`config.mk`:
```
export PLATFORM = sky130hd
export DESIGN_NAME = imm_decode_stage
export DESIGN_NICKNAME = d
export VERILOG_FILES = /design/src/rtl/imm_decode_stage.sv
export SDC_FILE = /design/constraint.sdc
export NUM_CORES = 1
export LEC_CHECK = 0
export CAP_MARGIN = 20
export CORE_MARGIN = 2
export CORE_UTILIZATION = 30
export DETAILED_ROUTE_END_ITERATION = 7
export DONT_BUFFER_PORTS = 1
export SLEW_MARGIN = 10
export SYNTH_ARGS = -nofsm -noshare
export SYNTH_HDL_FRONTEND = slang
export SYNTH_SLANG_ARGS = --single-unit
```
`constraint.sdc`:
```
create_clock -name CLK -period 4.39 [get_ports CLK]
set_input_delay 0.6585 -clock CLK [delete_from_list [all_inputs] [get_ports CLK]]
set_output_delay 0.6585 -clock CLK [all_outputs]
set_load 0.02 [all_outputs]
```
`src/rtl/imm_decode_stage.sv`:
```
// imm_decode_stage
// Registered decode stage sitting between fetch and execute. Each accepted
// instruction is classified by opcode into an immediate-select code. The
// 32-bit immediate is built before the entry is registered. A main register
// feeds the outputs. A skid register catches one extra entry, so IN_READY is
// a pure flop and never depends combinationally on OUT_READY.
//
// Handshake: a transfer happens on a rising CLK edge when VALID and READY are
// both high. A producer holds VALID and its payload stable until that edge.
// The downstream payload (OUT_*) is held stable while OUT_VALID=1 and
// OUT_READY=0.

module imm_decode_stage #(
   parameter int PC_W  = 32,
   parameter int CNT_W = 16
) (
   input  logic             CLK,
   input  logic             RESET_N,
   input  logic             FLUSH,
   input  logic             IN_VALID,
   output logic             IN_READY,
   input  logic [31:0]      IN_INSTR,
   input  logic [PC_W-1:0]  IN_PC,
   output logic             OUT_VALID,
   input  logic             OUT_READY,
   output logic [31:0]      OUT_INSTR,
   output logic [PC_W-1:0]  OUT_PC,
   output logic [31:0]      OUT_IMM,
   output logic [2:0]       OUT_IMM_SEL,
   output logic             OUT_ILLEGAL,
   output logic [CNT_W-1:0] DEC_COUNT,
   output logic [1:0]       DBG_STATE
);

   // Immediate-select codes
   localparam logic [2:0] SEL_U     = 3'b000;
   localparam logic [2:0] SEL_J     = 3'b001;
   localparam logic [2:0] SEL_S     = 3'b010;
   localparam logic [2:0] SEL_B     = 3'b011;
   localparam logic [2:0] SEL_I     = 3'b100;
   localparam logic [2:0] SEL_SHIFT = 3'b101;
   localparam logic [2:0] SEL_NONE  = 3'b110;
   localparam logic [2:0] SEL_IU    = 3'b111;

   // Opcodes recognised by the decoder
   localparam logic [6:0] OP_LUI    = 7'b0110111;
   localparam logic [6:0] OP_AUIPC  = 7'b0010111;
   localparam logic [6:0] OP_JAL    = 7'b1101111;
   localparam logic [6:0] OP_STORE  = 7'b0100011;
   localparam logic [6:0] OP_BRANCH = 7'b1100011;
   localparam logic [6:0] OP_JALR   = 7'b1100111;
   localparam logic [6:0] OP_LOAD   = 7'b0000011;
   localparam logic [6:0] OP_IMM    = 7'b0010011;
   localparam logic [6:0] OP_OP     = 7'b0110011;
   localparam logic [6:0] OP_FENCE  = 7'b0001111;
   localparam logic [6:0] OP_SYSTEM = 7'b1110011;

   // Occupancy: EMPTY = nothing held, ONE = main only, TWO = main + skid
   typedef enum logic [1:0] {
      ST_EMPTY = 2'd0,
      ST_ONE   = 2'd1,
      ST_TWO   = 2'd2
   } state_t;

   state_t state_q, state_n;

   logic             in_ready_q;
   logic             out_valid_q;
   logic [CNT_W-1:0] count_q;

   // Main register (drives the outputs)
   logic [31:0]      main_instr_q;
   logic [PC_W-1:0]  main_pc_q;
   logic [31:0]      main_imm_q;
   logic [2:0]       main_sel_q;
   logic             main_ill_q;

   // Skid register (second entry, filled only while the head is stalled)
   logic [31:0]      skid_instr_q;
   logic [PC_W-1:0]  skid_pc_q;
   logic [31:0]      skid_imm_q;
   logic [2:0]       skid_sel_q;
   logic             skid_ill_q;

   // Decoded view of the incoming instruction
   logic [6:0]       opcode;
   logic [2:0]       funct3;
   logic [2:0]       dec_sel;
   logic             dec_ill;
   logic [31:0]      dec_imm;

   logic             accept;
   logic             fire;
   logic             ld_main_in;
   logic             ld_main_skid;
   logic             ld_skid;

   assign opcode = IN_INSTR[6:0];
   assign funct3 = IN_INSTR[14:12];

   assign accept = IN_VALID & in_ready_q;
   assign fire   = out_valid_q & OUT_READY;

   // Classify the incoming opcode into a select code and an illegal flag
   always_comb begin
      dec_sel = SEL_NONE;
      dec_ill = 1'b0;
      if (IN_INSTR[1:0] != 2'b11) begin
         dec_ill = 1'b1;
      end else begin
         case (opcode)
            OP_LUI, OP_AUIPC:            dec_sel = SEL_U;
            OP_JAL:                      dec_sel = SEL_J;
            OP_STORE:                    dec_sel = SEL_S;
            OP_BRANCH:                   dec_sel = SEL_B;
            OP_JALR, OP_LOAD:            dec_sel = SEL_I;
            OP_IMM: begin
               if (funct3 == 3'b001 || funct3 == 3'b101) begin
                  dec_sel = SEL_SHIFT;
               end else if (funct3 == 3'b011) begin
                  dec_sel = SEL_IU;
               end else begin
                  dec_sel = SEL_I;
               end
            end
            OP_OP, OP_FENCE, OP_SYSTEM:  dec_sel = SEL_NONE;
            default:                     dec_ill = 1'b1;
         endcase
      end
   end

   // Build the 32-bit immediate for the selected format
   always_comb begin
      dec_imm = 32'h0;
      case (dec_sel)
         SEL_U:     dec_imm = {IN_INSTR[31:12], 12'b0};
         SEL_J:     dec_imm = {{12{IN_INSTR[31]}}, IN_INSTR[19:12], IN_INSTR[20],
                               IN_INSTR[30:21], 1'b0};
         SEL_S:     dec_imm = {{20{IN_INSTR[31]}}, IN_INSTR[31:25], IN_INSTR[11:7]};
         SEL_B:     dec_imm = {{20{IN_INSTR[31]}}, IN_INSTR[7], IN_INSTR[30:25],
                               IN_INSTR[11:8], 1'b0};
         SEL_I:     dec_imm = {{20{IN_INSTR[31]}}, IN_INSTR[31:20]};
         SEL_SHIFT: dec_imm = {27'b0, IN_INSTR[24:20]};
         SEL_IU:    dec_imm = {20'b0, IN_INSTR[31:20]};
         default:   dec_imm = 32'h0;
      endcase
   end

   // Next-state and register-load decisions; FLUSH overrides everything
   always_comb begin
      state_n      = state_q;
      ld_main_in   = 1'b0;
      ld_main_skid = 1'b0;
      ld_skid      = 1'b0;
      if (FLUSH) begin
         state_n = ST_EMPTY;
      end else begin
         case (state_q)
            ST_EMPTY: begin
               if (accept) begin
                  ld_main_in = 1'b1;
                  state_n    = ST_ONE;
               end
            end
            ST_ONE: begin
               if (accept && fire) begin
                  ld_main_in = 1'b1;
               end else if (accept) begin
                  ld_skid = 1'b1;
                  state_n = ST_TWO;
               end else if (fire) begin
                  state_n = ST_EMPTY;
               end
            end
            ST_TWO: begin
               if (fire) begin
                  ld_main_skid = 1'b1;
                  state_n      = ST_ONE;
               end
            end
            default: state_n = ST_EMPTY;
         endcase
      end
   end

   // State register plus registered handshake flags derived from next state
   always_ff @(posedge CLK or negedge RESET_N) begin
      if (!RESET_N) begin
         state_q     <= ST_EMPTY;
         in_ready_q  <= 1'b1;
         out_valid_q <= 1'b0;
      end else begin
         state_q     <= state_n;
         in_ready_q  <= (state_n != ST_TWO);
         out_valid_q <= (state_n != ST_EMPTY);
      end
   end

   // Count output transfers; a flush does not clear or suppress the count
   always_ff @(posedge CLK or negedge RESET_N) begin
      if (!RESET_N) begin
         count_q <= '0;
      end else if (fire) begin
         count_q <= count_q + CNT_W'(1);
      end
   end

   // Main register: loads a fresh entry or promotes the skid entry
   always_ff @(posedge CLK or negedge RESET_N) begin
      if (!RESET_N) begin
         main_instr_q <= '0;
         main_pc_q    <= '0;
         main_imm_q   <= '0;
         main_sel_q   <= '0;
         main_ill_q   <= 1'b0;
      end else if (ld_main_in) begin
         main_instr_q <= IN_INSTR;
         main_pc_q    <= IN_PC;
         main_imm_q   <= dec_imm;
         main_sel_q   <= dec_sel;
         main_ill_q   <= dec_ill;
      end else if (ld_main_skid) begin
         main_instr_q <= skid_instr_q;
         main_pc_q    <= skid_pc_q;
         main_imm_q   <= skid_imm_q;
         main_sel_q   <= skid_sel_q;
         main_ill_q   <= skid_ill_q;
      end
   end

   // Skid register: captures an entry accepted while the head is stalled
   always_ff @(posedge CLK or negedge RESET_N) begin
      if (!RESET_N) begin
         skid_instr_q <= '0;
         skid_pc_q    <= '0;
         skid_imm_q   <= '0;
         skid_sel_q   <= '0;
         skid_ill_q   <= 1'b0;
      end else if (ld_skid) begin
         skid_instr_q <= IN_INSTR;
         skid_pc_q    <= IN_PC;
         skid_imm_q   <= dec_imm;
         skid_sel_q   <= dec_sel;
         skid_ill_q   <= dec_ill;
      end
   end

   assign IN_READY    = in_ready_q;
   assign OUT_VALID   = out_valid_q;
   assign OUT_INSTR   = main_instr_q;
   assign OUT_PC      = main_pc_q;
   assign OUT_IMM     = main_imm_q;
   assign OUT_IMM_SEL = main_sel_q;
   assign OUT_ILLEGAL = main_ill_q;
   assign DEC_COUNT   = count_q;
   assign DBG_STATE   = state_q;

endmodule

```
After elaboration in Yosys (flattened, before gate mapping). Cells that the tools add are included. Widths: inputs -> output; s select.

Register bits after elaboration: 220. Output and inout bits: 120. Logic and storage cells: 84.

Add/subtract/negate cells: 1. Equal/unequal tests: 24. Mux-type cells: 34. Bitwise logic cells: 2. Reduce and logical (&&, ||, !) cells: 9.

Operator list (count): $pmux 32 s7 (1); $mux 32 (6); $eq 7x7->1 const B (4); $eq 7x6->1 const B (3); $pmux 3 s6 (1); $add 16x1->16 const B (1); $mux 2 (8); $eq 7x5->1 const B (2); $mux 1 (13); $eq 3x3->1 const B (4); $reduce_or 11->1 (1); $eq 3x2->1 const B (3); $mux 3 (3); $eq 7x2->1 const B (1); $eq 7x4->1 const B (1); $eq 3x1->1 const B (2); $pmux 2 s3 (1); $ne 2x2->1 const B (2); $reduce_bool 2->1 (2); $reduce_or 2->1 (2); $logic_not 3->1 (1); $and 1x1->1 (2); $eq 2x1->1 const B (1); $eq 2x2->1 const B (1); other kinds (4) (4).

Depth between registers and ports, before layout.
Depth in word-level cells: 8. Mapped depth: 8.

Worst setup path after synthesis. OpenSTA, ideal clock, no wires.

Path type: input port to flip-flop. Start point: input port IN_INSTR[4]. End point: register main_imm_q[18], in the netlist OUT_IMM[18]. Library setup time: 0.143 ns. Arrival time: 2.052 ns. Path slack: 2.196 ns. Stages on the path: 7. Path buffers: 2. Cell sequence: buf_4 -> nor2b_1 -> a221oi_2 -> and4bb_4 -> a22oi_4 -> buf_6 -> a22oi_2.

Longest elaborated chain between the ends: 7. Elaborated cells between the ends (all ways): 21. Classes of those cells: eq/ne: 14; mux: 4; reduce/logical: 3.

RTL lines: start, declared (line 22) `input logic [31:0] IN_INSTR,`; $eq 7x7->1 (tied with other cells) (line 111) `case (opcode)`; $reduce_or 2->1; $pmux 3 s6 * (line 111); $mux 3 * (line 108) `if (IN_INSTR[1:0] != 2'b11) begin`; $eq 3x3->1 (tied with other cells) (line 135) `case (dec_sel)`; $pmux 32 s7 * (line 135); $mux 32 * (line 216) `end else if (ld_main_in) begin`; end signal, assigned (line 219) `main_imm_q <= dec_imm;`; end signal, assigned (line 225) `main_imm_q <= skid_imm_q;`; end, declared (line 74) `logic [31:0] main_imm_q;`.

Every way passes the cells marked *; elsewhere a longest branch is shown, timed or not. A chain may end at the register's enable or synchronous reset.

Worst setup path in the final report.
Start point: register in_ready_q, in the netlist IN_READY. End point: register main_imm_q[4], in the netlist OUT_IMM[4].

Longest elaborated chain between the ends: 6. Elaborated cells between the ends (all ways): 8. Classes of those cells: mux: 5; bitwise: 1; reduce/logical: 2.

RTL lines: start, declared (line 67) `logic in_ready_q;`; start signal, assigned (line 194) `in_ready_q <= (state_n != ST_TWO);`; $and 1x1->1 * (line 101) `assign accept = IN_VALID & in_ready_q;`; $logic_and 1x1->1 (line 166) `if (accept && fire) begin`; $mux 1 (line 166); $pmux 1 s2 * (line 158) `case (state_q)`; $mux 1 * (line 155) `if (FLUSH) begin`; $mux 32 or $reduce_bool 2->1 (tied branches).

Marked as above.

==> results.yml <==
worst_setup_path:
  endpoint_kind: "register"
  startpoint_type: "register"
  cp_data_arrival_time_ns: 3.12
  worstReg2RegStart: "IN_READY"
  crit_path_max_incr_delay_ns: 0.82
  crit_chain: "nand3b_1, a211oi_4, buf_4, and2_1, a222oi_1, nand2_1"
  crit_path_start: "IN_READY"
  worst-path-max-fanout: 86
  crit_slowest_cell: "buf_4"
  critical_path_required_ns: 4.85
  crit_family: "buffers and inverters"
  critPathBufInv: 1
  worstSetupPathType: "register to register"
logic_synthesis:
  netlist.area_leader.share: 0.567
  ys.flop_type: "dfrtp_1"
  synth_nets: 1068
  ys_types: 55
  synth.area.top_cells: "dfrtp_1, nand2_1, a22oi_1"
  ys_seq_area_frac: 0.570
  synthTopCellsByCount: "nand2_1, dfrtp_1, a22oi_1, a21oi_1, clkbuf_1"
  synth_top_area_cell: "dfrtp_1"
  syn_area_um2: 9660
  synthCells: 998
  ys_ff_latch: 220
  yosysMostFrequentCell: "nand2_1"
  syn_area_per_cell_um2: 9.68
  synthArstFlopShare: 1.00
  yosysWarningCount: 0
  synth_edf_count: 0
power_and_ir_drop:
  irDropWorstVdd_mv: 0.286
  powerDensity_nw_per_um2: 563
  finalPower_mw: 6.08
  cellLeakagePower_nw: 4.94
routing:
  drcViolationCount: 9
  final_antenna_net_count: 0
  via_count: 7312
  avgViaCountPerCell: 5.27
  wl_um: 26700
  drtPass1Iterations: 8
  drt_iter0_drc: 572
  avgRoutedWirePerCell_um: 19.2
status:
  violations: "design-rule violations, negative hold slack"
  status: "complete, but fails checks"
clock_tree:
  postCtsSetupRepairBufs: 0
  root_buffer: "clkbuf_16"
  max-clock-path-buffers: 3
  clk_latency_ns: 0.53
  post_cts_resized: 0
  cts-buffers-inserted: 26
  cts_tree: "done"
  clock_sinks: 220
  htreeDepth: 1
  cts.clk_slew.worst_paths_ns: 0.06
global_route:
  antenna_found_initial: 0
  grt_pass1_wl_um: 42500
  grt_use_total: 0.157
  grt_pass1_vias: 7433
  grt_max_degree: 221
  overflow: 0
run:
  cap_viol_max_count: 0
timing:
  finalHoldViolCount: 219
  rsz0062_at_grt: "no"
  tns_ns: 0
  holdWs_ns: -0.180
  fin_skew_ns: 0.00761
  maxSlewViolCount: 0
  setup_violations: 0
  period_share: 0.607
  slew_headroom: 0.329
  fin_crit_ns: 2.66
  max_freq_ghz: 0.375
  tightestPinTransition_ns: 1.01
floorplan:
  rows: 65
  die_w_um: 183
  die_h_um: 183
  top_level_ports: 189
  core_area_um2: 31600
  dieArea_um2: 33600
  start_util: 0.305
final_layout:
  final_nets: 1038
  antenna_cells: 0
  final_area_um2: 10800
  syn2layout_area_growth_pct: 11.8
  layout-drive-gt1-share: 0.0802
  nFillCells: 3163
placed_design:
  portBuffers: 0
  place_area_um2: 9990
  place_congestion: 0.752
  post-dp-hpwl_um: 16200
worst_hold_path:
  hold_class: "input pin to async pin"
==> path summary, 6_finish.rpt <==
| kind | endpoint | slack, ns | depth (start not counted) |
|---|---|---|---|
| setup / recovery | OUT_IMM[4] | 1.73 | 6 |
| hold / removal | DEC_COUNT[5] | -0.18 | 0 |
| setup reg to reg | OUT_IMM[4] | 1.73 | 6 |
| hold reg to reg | skid_pc_q[4] | 0.47 | 2 |
| max in group asynchronous | skid_pc_q[1] | 3.99 | 0 |
| min in group CLK | DBG_STATE[0] | 0.19 | 1 |
==> layout make-up <==
type | count | area [µm²] | area share
Clock buffer | 37 | 753 | 0.0698
Clock inverter | 8 | 47.5 | 0.00440
Inverter | 6 | 22.5 | 0.00209
Multi-Input combinational cell | 702 | 3850 | 0.356
Sequential cell | 220 | 5510 | 0.510
Tap cell | 402 | 503 | 0.0466
Timing Repair Buffer | 12 | 115 | 0.0107
==> metrics by stage <==
step                utilization  worst slack [ns]  hold WS (ns)  instances
floorplan                     -              2.20         0.363        998
global placement          0.316              1.72         0.367       1342
detailed placement        0.316              1.68         0.367       1342
CTS                       0.341              1.70        -0.202       1387
global route              0.341              1.45        -0.199       1387
finish                    0.341              1.73        -0.180       1387
==> layer usage <==
metal	part of all wire	global-route usage	up-vias
met5	0	0	-
met4	0.018	0.0394	0
met3	0.095	0.0491	38
met2	0.46	0.251	255
met1	0.43	0.208	3602
li1	-	-	3417
==> worst reg2reg max path: stages, from the launching register on <==
cell and delay, ns:
dfstp_2 0.60, nand3b_1 0.28, a211oi_4 0.36, buf_4 0.82
and2_1 0.35, a222oi_1 0.09, nand2_1 0.10
==> cell usage in the layout (no fill, tap or decap), types with 9 or more instances in the layout <==
| cell type | count |
|---|---|
| nor2_1 | 38 |
| nand2_1 | 339 |
| o21ai_1 | 11 |
| a21oi_1 | 45 |
| a22oi_1 | 83 |
| dfrtp_1 | 219 |
| clkbuf_16 | 27 |
| xnor2_1 | 10 |
| nand3_1 | 22 |
| and2_1 | 9 |
| o21ai_0 | 32 |
| a21oi_2 | 9 |
| buf_4 | 10 |
| mux2i_1 | 12 |
| a222oi_1 | 23 |
==> cell families after synthesis <==
group | count (synthesis) | share of synthesized area
multiplexers | 14 | 0.0148
adder cells (fa/ha/maj) | 1 | 0.00130
flip-flops | 220 | 0.570
buffers and inverters | 76 | 0.0350
AND/OR/NAND/NOR | 444 | 0.196
XOR/XNOR | 15 | 0.0136
AO/OA/AOI/OAI | 228 | 0.169
==> report_power, final <==
| group | switching, mW | total [mW] | leakage [nW] | internal [mW] |
|---|---|---|---|---|
| registers | 0.677 | 3.29 | 2.81 | 2.61 |
| logic | 0.424 | 0.747 | 1.74 | 0.323 |
| clock network | 0.862 | 2.05 | 0.400 | 1.19 |
| total | 1.96 | 6.08 | 4.94 | 4.12 |
==> registers in the layout, summed over array words and instances (netlist names) <==
name / flops
DBG_STATE: 2
DEC_COUNT: 16
IN_READY: 1
OUT_ILLEGAL: 1
OUT_IMM: 32
OUT_IMM_SEL: 3
OUT_INSTR: 32
OUT_PC: 32
OUT_VALID: 1
skid_ill_q: 1
skid_imm_q: 32
skid_instr_q: 32
skid_pc_q: 32
skid_sel_q: 3
Note: power is estimated with default switching activity, not from simulation.
